File: src/rtl/shifter_pkg.sv
// Shared widths, FSM state encodings and shift-amount clamp for the multi-cycle right shifter.
package shifter_pkg;

    localparam int unsigned SH_W   = 12;
    localparam int unsigned SH_SHW = 4;

    localparam int unsigned ST_BITS = 2;
    typedef logic [ST_BITS-1:0] state_t;

    localparam state_t ST_IDLE  = 2'd0;
    localparam state_t ST_SHIFT = 2'd1;
    localparam state_t ST_DONE  = 2'd2;

    // Amounts at or beyond the operand width shift every bit out, so they collapse to the width.
    function automatic int unsigned clamp_amt(input int unsigned amt, input int unsigned width);
        return (amt >= width) ? width : amt;
    endfunction

endpackage

File: src/rtl/rightshifter1.sv
// Combinational one-position right shift: fill bit enters at the MSB, LSB leaves as bitout.
module rightshifter1 #(
    parameter int unsigned W = 12
) (
    input  logic [W-1:0] i_in,
    input  logic         i_fill,
    output logic [W-1:0] o_out_c,
    output logic         o_bitout_c
);

    assign o_out_c    = {i_fill, i_in[W-1:1]};
    assign o_bitout_c = i_in[0];

endmodule

File: src/rtl/rightshifter_seq.sv
// Multi-cycle logical/arithmetic right shifter, one bit per clock, with start/busy/done handshake.
module rightshifter_seq
    import shifter_pkg::*;
#(
    parameter int unsigned W   = SH_W,
    parameter int unsigned SHW = SH_SHW
) (
    input  logic           clk,
    input  logic           rst_n,
    input  logic           i_start,
    input  logic [W-1:0]   i_in,
    input  logic [SHW-1:0] i_shamt,
    input  logic           i_arith,
    output logic           o_busy,
    output logic           o_done,
    output logic [W-1:0]   o_out,
    output logic           o_cout
);

    localparam int unsigned CNTW = $clog2(W + 1);

    state_t          r_state;
    state_t          w_state_nxt;
    logic            r_busy;
    logic            r_done;
    logic            w_busy_nxt;
    logic            w_done_nxt;
    logic            w_load;
    logic            w_step;

    logic [W-1:0]    r_reg;
    logic            r_fill;
    logic            r_cout;
    logic [CNTW-1:0] r_count;

    logic            w_ready;
    logic            w_accept;
    logic [CNTW-1:0] w_n;
    logic [W-1:0]    w_shift;
    logic            w_bitout;

    assign w_ready  = (r_state == ST_IDLE) || (r_state == ST_DONE);
    assign w_accept = w_ready && i_start;
    assign w_n      = CNTW'(clamp_amt(32'(i_shamt), W));

    rightshifter1 #(
        .W (W)
    ) u_step (
        .i_in       (r_reg),
        .i_fill     (r_fill),
        .o_out_c    (w_shift),
        .o_bitout_c (w_bitout)
    );

    // State register; busy/done are registered alongside so the outputs come straight from flops.
    always_ff @(posedge clk or negedge rst_n) begin
        if (!rst_n) begin
            r_state <= ST_IDLE;
            r_busy  <= 1'b0;
            r_done  <= 1'b0;
        end else begin
            r_state <= w_state_nxt;
            r_busy  <= w_busy_nxt;
            r_done  <= w_done_nxt;
        end
    end

    // Next-state logic; a start seen in SHIFT is deliberately not looked at.
    always_comb begin
        w_state_nxt = r_state;
        case (r_state)
            ST_IDLE, ST_DONE: begin
                if (w_accept) begin
                    w_state_nxt = (w_n == '0) ? ST_DONE : ST_SHIFT;
                end else begin
                    w_state_nxt = ST_IDLE;
                end
            end
            ST_SHIFT: begin
                if (r_count == CNTW'(1)) begin
                    w_state_nxt = ST_DONE;
                end
            end
            default: w_state_nxt = ST_IDLE;
        endcase
    end

    // Output/control decode.
    always_comb begin
        w_busy_nxt = 1'b0;
        w_done_nxt = 1'b0;
        w_load     = 1'b0;
        w_step     = 1'b0;
        w_busy_nxt = (w_state_nxt == ST_SHIFT);
        w_done_nxt = (w_state_nxt == ST_DONE);
        w_load     = w_accept;
        w_step     = (r_state == ST_SHIFT);
    end

    // Datapath: operand register, fill bit, down-counter and carry-out flop.
    always_ff @(posedge clk or negedge rst_n) begin
        if (!rst_n) begin
            r_reg   <= '0;
            r_fill  <= 1'b0;
            r_cout  <= 1'b0;
            r_count <= '0;
        end else if (w_load) begin
            r_reg   <= i_in;
            r_fill  <= i_arith & i_in[W-1];
            r_cout  <= 1'b0;
            r_count <= w_n;
        end else if (w_step) begin
            r_reg   <= w_shift;
            r_cout  <= w_bitout;
            r_count <= r_count - CNTW'(1);
        end
    end

    assign o_busy = r_busy;
    assign o_done = r_done;
    assign o_out  = r_reg;
    assign o_cout = r_cout;

endmodule

File: config.mk
export PLATFORM = sky130hd
export DESIGN_NAME = rightshifter_seq
export DESIGN_NICKNAME = d
export VERILOG_FILES = /design/src/rtl/shifter_pkg.sv /design/src/rtl/rightshifter1.sv /design/src/rtl/rightshifter_seq.sv
export SDC_FILE = /design/constraint.sdc
export NUM_CORES = 1
export LEC_CHECK = 0
export BUFFER_PORTS_ARGS = -buffer_cell sky130_fd_sc_hd__clkbuf_2
export CAP_MARGIN = 20
export CORE_AREA = 2 2 52 54
export CTS_CLUSTER_SIZE = 12
export DETAILED_ROUTE_END_ITERATION = 6
export DIE_AREA = 0 0 54 56
export PLACE_DENSITY = 0.77
export SLEW_MARGIN = 0
export SYNTH_ARGS = -nofsm -noshare
export SYNTH_HDL_FRONTEND = slang
export SYNTH_HIERARCHICAL = 1
export SYNTH_SLANG_ARGS = --single-unit
File: constraint.sdc
create_clock -name clk -period 1.75 [get_ports clk]
set_input_delay 0.35 -clock clk [delete_from_list [all_inputs] [get_ports clk]]
set_output_delay 0.35 -clock clk [all_outputs]
set_load 0.03 [all_outputs]
==> flow_metrics.py, run 1 <==
metrics = {
    "sta": {
        "finClkSkew_ns": 0.00907,
        "tightest_slew_ns": 0.537,
        "fin_crit_sh_pct": 79.7,
        "rsz0062_at_grt": "no",
        "fmax_ghz": 0.717,
        "final_hold_viol_count": 13,
        "setup_viol": 0,
        "tns_ns": 0,
        "period_needed_ns": 1.39,
        "maxSlewViolCount": 0,
        "slew-limit-headroom_pct": 64.2,
        "holdWs_ns": -0.0111,
    },
    "min_path": {
        "hold_class": "input port to async pin",
    },
    "placement": {
        "place.gp.congestion": 0.722,
        "port-buffer-count": 34,
        "dp_hpwl_um": 1670,
        "dpl_cell_area_mm2": 0.00121,
    },
    "drt": {
        "drc": 0,
        "drt_wl_total_um": 2190,
        "drt_iter0_drc": 12,
        "first_pass_iters": 4,
        "via_per_inst": 5.34,
        "ant_nets": 0,
        "wl_per_cell_um": 13.4,
        "via_count": 870,
    },
    "final_layout": {
        "final_common_cell": "clkbuf_2",
        "stdcell_area_mm2": 0.00127,
        "drive_above_1_share_pct": 33.1,
        "nets": 156,
        "final_cell_mix": "clkbuf_2, dfrtp_1, nand2_1",
        "fin_util_pct": 52.1,
        "syn_to_final_growth_pct": 11.8,
        "antenna_cells": 0,
    },
    "synthesis": {
        "ys.warnings.count": 6,
        "ys_types": 26,
        "synth_area_mm2": 0.00113,
        "synth_top_area_share_pct": 48.6,
        "yosys.area.top_type": "dfrtp_1",
        "netlist_top_cells_area": "dfrtp_1, buf_4, a22oi_1",
        "synth.avg_cell_area_um2": 10.2,
        "ys_seq_area_share_pct": 48.6,
        "postSynthRegisterBits": 22,
        "syn_nets": 133,
        "synthCells": 111,
    },
    "critical_path": {
        "cp.arrival_ns": 1.60,
        "cp-end-kind": "flip-flop",
        "slowest_delay_ns": 0.43,
        "worstSetupStartpointType": "flip-flop",
        "crit_type": "flip-flop to flip-flop",
        "slowest_stage": "dfrtp_1",
        "crit_chain": "or3_1 -> a32o_1 -> a211o_1",
        "rrSetupSlack_ns": 0.36,
        "worstReg2RegStart": "r_count[2]",
        "crit_required_ns": 1.95,
        "crit_path_max_fanout": 4,
        "reg2reg_depth": 3,
        "reg2reg_to": "r_count[3]",
    },
    "die": {
        "rows": 18,
        "die_w_um": 54,
        "die_y_um": 56,
        "core_mm2": 0.00243,
        "start_util_pct": 46.6,
        "dieArea_mm2": 0.00302,
        "pin_count": 35,
    },
    "clocking": {
        "ctsHoldBuffers": 0,
        "clockBufferDepth": 2,
        "cts_inserted_buffers": 3,
        "path_clk_slew_ns": 0.13,
        "cts_setup_buffers": 0,
        "cts.sinks": 22,
        "ctsResizeCount": 0,
        "cts_htree_levels": 1,
        "clockRootBuffer": "clkbuf_4",
        "clock_latency_ns": 0.31,
        "tritoncts": "built",
    },
    "job": {
        "max-cap-violations": 0,
    },
    "power": {
        "vdd_drop_max_mv": 1.10,
        "leakage_nw": 0.634,
        "p_total_w": 0.00278,
        "power-per-cell-area_mw_per_mm2": 2200,
    },
    "grt": {
        "antenna_found_initial": 0,
        "grt_pass1_wl_um": 3590,
        "grt_pass1_vias": 803,
        "overflow": 0,
        "grt_max_degree": 23,
        "track_usage_pct": 15.9,
    },
    "outcome": {
        "status": "complete, but fails checks",
        "violations": "negative hold slack",
    },
}
==> layer usage <==
metal	wire length, um	global-route usage [%]	vias up
met5	0	0	-
met4	0	5.36	0
met3	132	3.76	0
met2	1030	23.7	27
met1	1020	22.3	415
li1	-	-	428
==> sequential cells by signal (all words and copies together) (netlist names) <==
name and count:
o_busy 1, r_fill 1, o_out 12, o_cout 1, r_state 2, o_done 1
r_count 4
==> per-stage QoR <==
stage / std cells / setup slack, ns
floorplan: 111 / 0.431
global route: 163 / 0.293
finish: 163 / 0.355
global placement: 159 / 0.405
detailed placement: 159 / 0.377
CTS: 163 / 0.354
==> cell usage after synthesis <==
cell,instances
or3_1,1
inv_1,2
mux2i_1,2
nand3_1,7
buf_4,13
o22ai_1,7
a211o_1,1
nor2b_1,1
dfrtp_1,22
a31oi_1,1
nor4_1,1
a22o_1,5
nor3_1,6
ha_1,2
nand2_1,10
a221o_2,1
a22oi_1,6
buf_2,5
xnor2_1,1
a32o_1,1
nor3b_1,2
nand2b_1,2
a21oi_1,1
and2b_1,1
clkbuf_8,3
nor2_1,7
==> critical path: cells and delay by family (launching register included) <==
family	cells	cell delay [ns]
AO/OA/AOI/OAI	2	0.49
AND/OR/NAND/NOR	1	0.37
flip-flops	1	0.43
==> cells by family (layout without fill, tap and decap cells) <==
group / count (synthesis) / in the layout / synth area share [%]
AO/OA/AOI/OAI: 23 / 23 / 15.4
XOR/XNOR: 1 / 1 / 0.774
adder cells (fa/ha/maj): 2 / 2 / 2.21
buffers and inverters: 23 / 45 / 15.1
flip-flops: 22 / 22 / 48.6
multiplexers: 2 / 2 / 1.77
AND/OR/NAND/NOR: 38 / 38 / 16.1
==> area by class of cell <==
type	instances	area [um2]
Inverter	2	7.51
Clock inverter	1	30.0
Sequential cell	22	551
Tap cell	30	37.5
Timing Repair Buffer	39	208
Fill cell	232	1170
Clock buffer	3	22.5
Multi-Input combinational cell	66	410
==> power by group <==
group	internal (W)	switching [W]	total, W
Clock	0.000232	0.000159	0.000391
Sequential	0.000764	0.000172	0.000936
Combinational	0.000550	0.000904	0.00145
==> worst max-delay path by stage <==
stage / startpoint / end / slack, ns / cells past startpoint
6_report: r_count[2] / r_count[3] / 0.36 / 3
5_1_grt: r_state[0] / r_count[1] / 0.29 / 4
4_1_cts: r_count[2] / r_count[3] / 0.35 / 3
3_5_place_dp: r_count[2] / r_count[3] / 0.38 / 3
3_3_place_gp: i_start / r_count[2] / 0.41 / 4
2_1_floorplan: r_count[2] / r_count[3] / 0.43 / 3
No activity file was read; power rests on OpenSTA's default activity.
==> run 2, diff against run 1 <==
--- a/config.mk
+++ b/config.mk
@@ -5,12 +5,13 @@
 export SDC_FILE = /design/constraint.sdc
 export NUM_CORES = 1
 export LEC_CHECK = 0
+export ABC_AREA = 1
 export BUFFER_PORTS_ARGS = -buffer_cell sky130_fd_sc_hd__clkbuf_2
 export CAP_MARGIN = 20
-export CORE_AREA = 2 2 52 54
+export CORE_AREA = 2 2 55 57
 export CTS_CLUSTER_SIZE = 12
 export DETAILED_ROUTE_END_ITERATION = 6
-export DIE_AREA = 0 0 54 56
+export DIE_AREA = 0 0 57 59
 export PLACE_DENSITY = 0.77
 export SLEW_MARGIN = 0
 export SYNTH_ARGS = -nofsm -noshare
==> constraint.sdc (replaced) <==
create_clock -name clk -period 1.18 [get_ports clk]
set_input_delay 0.236 -clock clk [delete_from_list [all_inputs] [get_ports clk]]
set_output_delay 0.236 -clock clk [all_outputs]
set_load 0.03 [all_outputs]
==> flow_metrics.py, run 2 <==
metrics = {
    "outcome": {
        "status": "finished clean",
    },
    "critical_path": {
        "crit_type": "flip-flop to output port",
        "cp.arrival_ns": 0.90,
        "path_buf_inv": 1,
        "cp-end-kind": "output port",
        "crit_chain": "buf_6",
        "crit_required_ns": 0.94,
        "cp_top_family": "flip-flops",
        "crit_path_max_fanout": 3,
        "worstSetupStartpointType": "flip-flop",
        "slowest_delay_ns": 0.44,
        "slowest_stage": "dfrtp_1",
    },
    "sta": {
        "tns_ns": 0,
        "fmax_ghz": 0.880,
        "period_needed_ns": 1.14,
        "setup_viol": 0,
        "finClkSkew_ns": 0.0100,
        "maxSlewViolCount": 0,
        "slew-limit-headroom_pct": 63.6,
        "final_hold_viol_count": 0,
        "fin_crit_sh_pct": 96.3,
        "tightest_slew_ns": 0.545,
    },
    "grt": {
        "track_usage_pct": 16.0,
        "grt_pass1_wl_um": 4260,
        "grt_max_degree": 23,
        "overflow": 0,
        "grt_pass1_vias": 1012,
        "antenna_found_initial": 0,
    },
    "synthesis": {
        "yosys-top-cells-count": "nand2_1, dfrtp_1, nor2_1, buf_4, inv_1",
        "postSynthRegisterBits": 22,
        "syn_nets": 183,
        "synth_top_family_by_area": "simple AND/OR/NAND/NOR gates",
        "muxShareOfSynthArea_pct": 0,
        "yosys.area.top_type": "dfrtp_1",
        "synth-compound-area-share_pct": 3.58,
        "yosysMostFrequentCell": "nand2_1",
        "synthSimpleGateAreaFrac_pct": 33.4,
        "synth_edf_count": 0,
        "ys_types": 19,
        "synthCells": 161,
        "synth_area_mm2": 0.00122,
        "synth_xor_area_share_pct": 0.716,
        "postSynth.asyncResetShare_pct": 100,
        "synth_fa_ha_area_share_pct": 2.05,
        "netlist_top_cells_area": "dfrtp_1, nand2_1, buf_4",
        "ys_seq_area_share_pct": 45.0,
        "ys.warnings.count": 6,
        "ys.flop_type": "dfrtp_1",
        "synth_top_area_share_pct": 45.0,
        "synth.avg_cell_area_um2": 7.59,
    },
    "clocking": {
        "tritoncts": "built",
        "cts.sinks": 22,
        "clockRootBuffer": "clkbuf_4",
        "clock_latency_ns": 0.31,
        "clockBufferDepth": 2,
        "cts_htree_levels": 1,
        "path_clk_slew_ns": 0.13,
        "cts_inserted_buffers": 3,
    },
    "power": {
        "power-per-cell-area_mw_per_mm2": 3000,
        "vdd_drop_max_mv": 1.88,
        "leakage_nw": 0.866,
    },
    "final_layout": {
        "nets": 223,
        "final_cell_mix": "nand2_1, clkbuf_2, dfrtp_1",
        "final_common_cell": "nand2_1",
        "syn_to_final_growth_pct": 28.9,
        "fin_util_pct": 58.1,
        "antenna_cells": 0,
        "largest_register_ffs": 12,
        "drive_above_1_share_pct": 34.0,
    },
    "drt": {
        "wl_per_cell_um": 11.3,
        "first_pass_iters": 4,
        "drt_iter0_drc": 24,
        "drt_wl_total_um": 2610,
        "via_count": 1083,
        "via_per_inst": 4.69,
        "ant_nets": 0,
        "drc": 0,
    },
    "die": {
        "core_mm2": 0.00271,
        "rows": 19,
        "pin_count": 35,
        "die_y_um": 59,
        "start_util_pct": 45.1,
        "dieArea_mm2": 0.00336,
        "die_w_um": 57,
    },
    "placement": {
        "port-buffer-count": 34,
        "dp_hpwl_um": 1760,
        "place.gp.congestion": 0.764,
    },
    "job": {
        "max-cap-violations": 0,
    },
    "min_path": {
        "hold_class": "input port to flip-flop",
    },
}
==> run 2: changes by cell type in the layout (fill, tap and decap cells not counted), moves of 3 or more <==
cell	delta
a22o_1	-5
a22oi_1	-6
buf_4	+9
buf_6	+7
clkbuf_2	-12
clkbuf_4	+5
inv_1	+8
nand2_1	+52
nand3_1	+3
nor2_1	+10
nor3_1	-6
o21ai_0	+5
o22ai_1	-7
==> run 2: through the flow <==
step / worst slack [ns] / cell area (um2) / instances / power [W] / hold slack [ns]
3_5_place_dp: 0.0190 / 1330 / 214 / 0.00357 / 0.252
5_1_grt: -0.00935 / 1580 / 231 / 0.00516 / 0.131
3_3_place_gp: 0.0630 / 1330 / 214 / 0.00352 / 0.247
2_1_floorplan: 0.128 / 1220 / 161 / 0.00330 / -0.0596
4_1_cts: 0.0000198 / 1410 / 220 / 0.00422 / 0.121
6_report: 0.0438 / 1580 / 231 / 0.00473 / 0.136
==> run 2: what timing repair did <==
action	4_1_cts	5_1_grt
endpoints found under the setup margin	4	29
resized for setup	4	42
setup buffers	1	10
hold buffers	1	0
pin swaps	0	2
hold endpoints to repair	22	0
cloned	0	1
==> run 2: worst paths after layout <==
| kind | start | end | slack, ns | cells past startpoint |
|---|---|---|---|---|
| worst min-delay path | i_in[3] | o_out[3] | 0.14 | 3 |
| worst max-delay path | o_out[6] | o_out[6] | 0.04 | 1 |
| max in group asynchronous | rst_n | r_state[0] | 0.38 | 2 |
| min in group asynchronous | rst_n | o_cout | 0.42 | 2 |
| worst min register to register | r_fill | r_fill | 0.51 | 2 |
| worst max register to register | r_state[0] | o_out[9] | 0.06 | 6 |
==> run 2: metal layers <==
metal / share of wire, % / wire, um / global-route usage [%]
met1: 45 / 1180 / 20.9
met2: 49 / 1270 / 27.6
met3: 6.0 / 157 / 4.15
met4: 0 / 0 / 1.99
met5: 0 / 0 / 0
==> run 2: where the power goes <==
part	leakage (nW)	switching, W	internal, W	total [W]
clock network	0.0279	0.000235	0.000343	0.000578
registers	0.268	0.000286	0.00112	0.00141
logic	0.570	0.00163	0.00111	0.00274
==> run 2: cells by family after synthesis <==
logic type,Yosys count
AO/OA/AOI/OAI,8
XOR/XNOR,1
adder cells (fa/ha/maj),2
buffers and inverters,31
flip-flops,22
AND/OR/NAND/NOR,97
==> run 2: cell type report <==
class                           instances  area (um2)
Multi-Input combinational cell        108         510
Fill cell                             268        1130
Clock buffer                            3        22.5
Inverter                               15        67.6
Timing Repair inverter                  1        7.51
Clock inverter                          1        30.0
Sequential cell                        22         552
Timing Repair Buffer                   50         347
Tap cell                               31        38.8
==> run 3, diff against run 2 <==
--- a/config.mk
+++ b/config.mk
@@ -6,13 +6,12 @@
 export NUM_CORES = 1
 export LEC_CHECK = 0
 export ABC_AREA = 1
-export BUFFER_PORTS_ARGS = -buffer_cell sky130_fd_sc_hd__clkbuf_2
 export CAP_MARGIN = 20
-export CORE_AREA = 2 2 55 57
-export CTS_CLUSTER_SIZE = 12
+export CORE_AREA = 2 2 51 53
 export DETAILED_ROUTE_END_ITERATION = 6
-export DIE_AREA = 0 0 57 59
-export PLACE_DENSITY = 0.77
+export DIE_AREA = 0 0 53 55
+export DONT_BUFFER_PORTS = 1
+export PLACE_DENSITY = 0.74
 export SLEW_MARGIN = 0
 export SYNTH_ARGS = -nofsm -noshare
 export SYNTH_HDL_FRONTEND = slang
==> flow_metrics.py, run 3 (synthesized netlist as in run 2, its figures left out) <==
metrics = {
    "final_layout": {
        "largest_register_ffs": 12,
        "final_cell_mix": "nand2_1, dfrtp_1, nor2_1",
        "fill_cells": 209,
        "antenna_cells": 0,
        "drive_above_1_share_pct": 16.9,
        "nets": 183,
        "final_common_cell": "nand2_1",
        "syn_to_final_growth_pct": 9.62,
        "fin_cells": 190,
    },
    "power": {
        "seqPwrFrac_pct": 43.8,
        "leakage_nw": 0.703,
        "vdd_drop_max_mv": 1.59,
        "p_comb_share_pct": 42.5,
        "clockPowerShare_pct": 13.7,
        "switching_share_pct": 49.1,
        "p_int_w": 0.00217,
        "p_total_w": 0.00427,
        "power-per-cell-area_mw_per_mm2": 3180,
        "switching_power_w": 0.00210,
    },
    "die": {
        "start_util_pct": 51.7,
        "die_w_um": 53,
        "core_mm2": 0.00236,
        "pin_count": 35,
        "dieArea_mm2": 0.00292,
        "rows": 18,
        "die_y_um": 55,
    },
    "grt": {
        "grt_pass1_wl_um": 3910,
        "antenna_found_initial": 0,
        "track_usage_pct": 18.6,
        "overflow": 0,
        "grt_pass1_vias": 916,
        "grt_max_degree": 23,
    },
    "critical_path": {
        "slowest_delay_ns": 0.48,
        "cp.arrival_ns": 1.36,
        "cp_top_family": "flip-flops",
        "cp-end-kind": "flip-flop",
        "crit_chain": "inv_2 -> nand2_8 -> clkbuf_16 -> nand2_1 -> nand2_1 -> nand2_1 -> nand2_1",
        "slowest_stage": "dfrtp_2",
        "crit_path_max_fanout": 8,
        "path_buf_inv": 2,
        "crit_required_ns": 1.39,
        "worstReg2RegStart": "r_state[0]",
        "crit_type": "flip-flop to flip-flop",
        "startpoint": "r_state[0]",
        "crit_top_cell": "nand2_1",
        "worstSetupStartpointType": "flip-flop",
    },
    "drt": {
        "drt_iter0_drc": 33,
        "ant_nets": 0,
        "via_count": 1023,
        "drc": 0,
        "drt_wl_total_um": 2750,
        "wl_per_cell_um": 14.5,
        "first_pass_iters": 4,
        "via_per_inst": 5.38,
    },
    "job": {
        "max-cap-violations": 0,
    },
    "sta": {
        "fmax_ghz": 0.868,
        "fin_crit_sh_pct": 97.7,
        "tightest_slew_ns": 0.528,
        "setup_viol": 0,
        "maxSlewViolCount": 0,
        "rsz0062_at_grt": "yes",
        "final_hold_viol_count": 0,
        "period_needed_ns": 1.15,
        "slew-limit-headroom_pct": 64.7,
        "finClkSkew_ns": 0.0146,
    },
    "clocking": {
        "path_clk_slew_ns": 0.13,
        "tritoncts": "built",
        "cts_htree_levels": 1,
        "clock_latency_ns": 0.32,
        "clockBufferDepth": 2,
        "clockRootBuffer": "clkbuf_4",
        "cts_inserted_buffers": 3,
        "cts.sinks": 22,
    },
    "min_path": {
        "min_from": "i_in[4]",
        "hold_class": "input port to flip-flop",
    },
    "placement": {
        "port-buffer-count": 0,
        "dp.cells": 180,
        "place.gp.congestion": 0.812,
        "dp_hpwl_um": 1760,
    },
    "outcome": {
        "status": "finished clean",
    },
}
-- run 3: layout make-up --
class	instances	area (um2)	area share [%]
sequential	22	552	41.2
timing repair buffer	11	123	9.15
inverter	15	60.1	4.48
clock buffer	3	22.5	1.68
multi-input combinational	108	515	38.5
clock inverter	1	30.0	2.24
tap	30	37.5	2.80
-- run 3: stage by stage --
stage	setup TNS, ns	cell area [um2]	utilization (%)	setup slack [ns]	hold WS [ns]
floorplan	0	1220	-	0.128	-0.0596
global placement	0	1180	50.0	0.0739	-0.0591
detailed placement	0	1180	50.0	0.0264	-0.0591
CTS	0	1250	52.7	0.00205	0.0446
global route	-0.182	1340	56.7	-0.0415	0.0246
finish	0	1340	56.7	0.0276	0.0388
-- run 3: worst paths after layout --
kind	slack (ns)	cells past startpoint	endpoint
worst max register to register	0.03	7	o_out[11]
max in group asynchronous	0.39	2	o_out[2]
min in group asynchronous	0.31	1	r_count[3]
worst min-delay path	0.04	2	o_out[4]
worst min register to register	0.52	2	r_fill
worst max-delay path	0.03	7	o_out[11]
-- run 3: repair_timing --
action | in CTS | in global routing
hold endpoints to repair | 22 | 0
buffers inserted | 0 | 3
pin swaps | 0 | 1
gates resized for setup | 1 | 9
setup endpoints to repair | 5 | 13
cloned | 0 | 1
hold buffers | 1 | 0
-- run 3: routing by layer --
layer	wire (um)	global-route usage, %	vias to the layer above
met2	1380	32.5	52
met1	1130	21.8	489
met3	198	4.84	6
met4	41	7.69	0
li1	-	-	476
met5	0	0	-
-- run 3: power by group through the flow --
| stage | clock network, W | logic, W | registers, W |
|---|---|---|---|
| 4_1_cts | 0.000590 | 0.00158 | 0.00184 |
| 3_3_place_gp | 0 | 0.00144 | 0.00184 |
| 2_1_floorplan | 0 | 0.00146 | 0.00184 |
| 3_5_place_dp | 0 | 0.00153 | 0.00186 |
| 5_1_grt | 0.000651 | 0.00207 | 0.00190 |
| 6_report | 0.000585 | 0.00181 | 0.00187 |
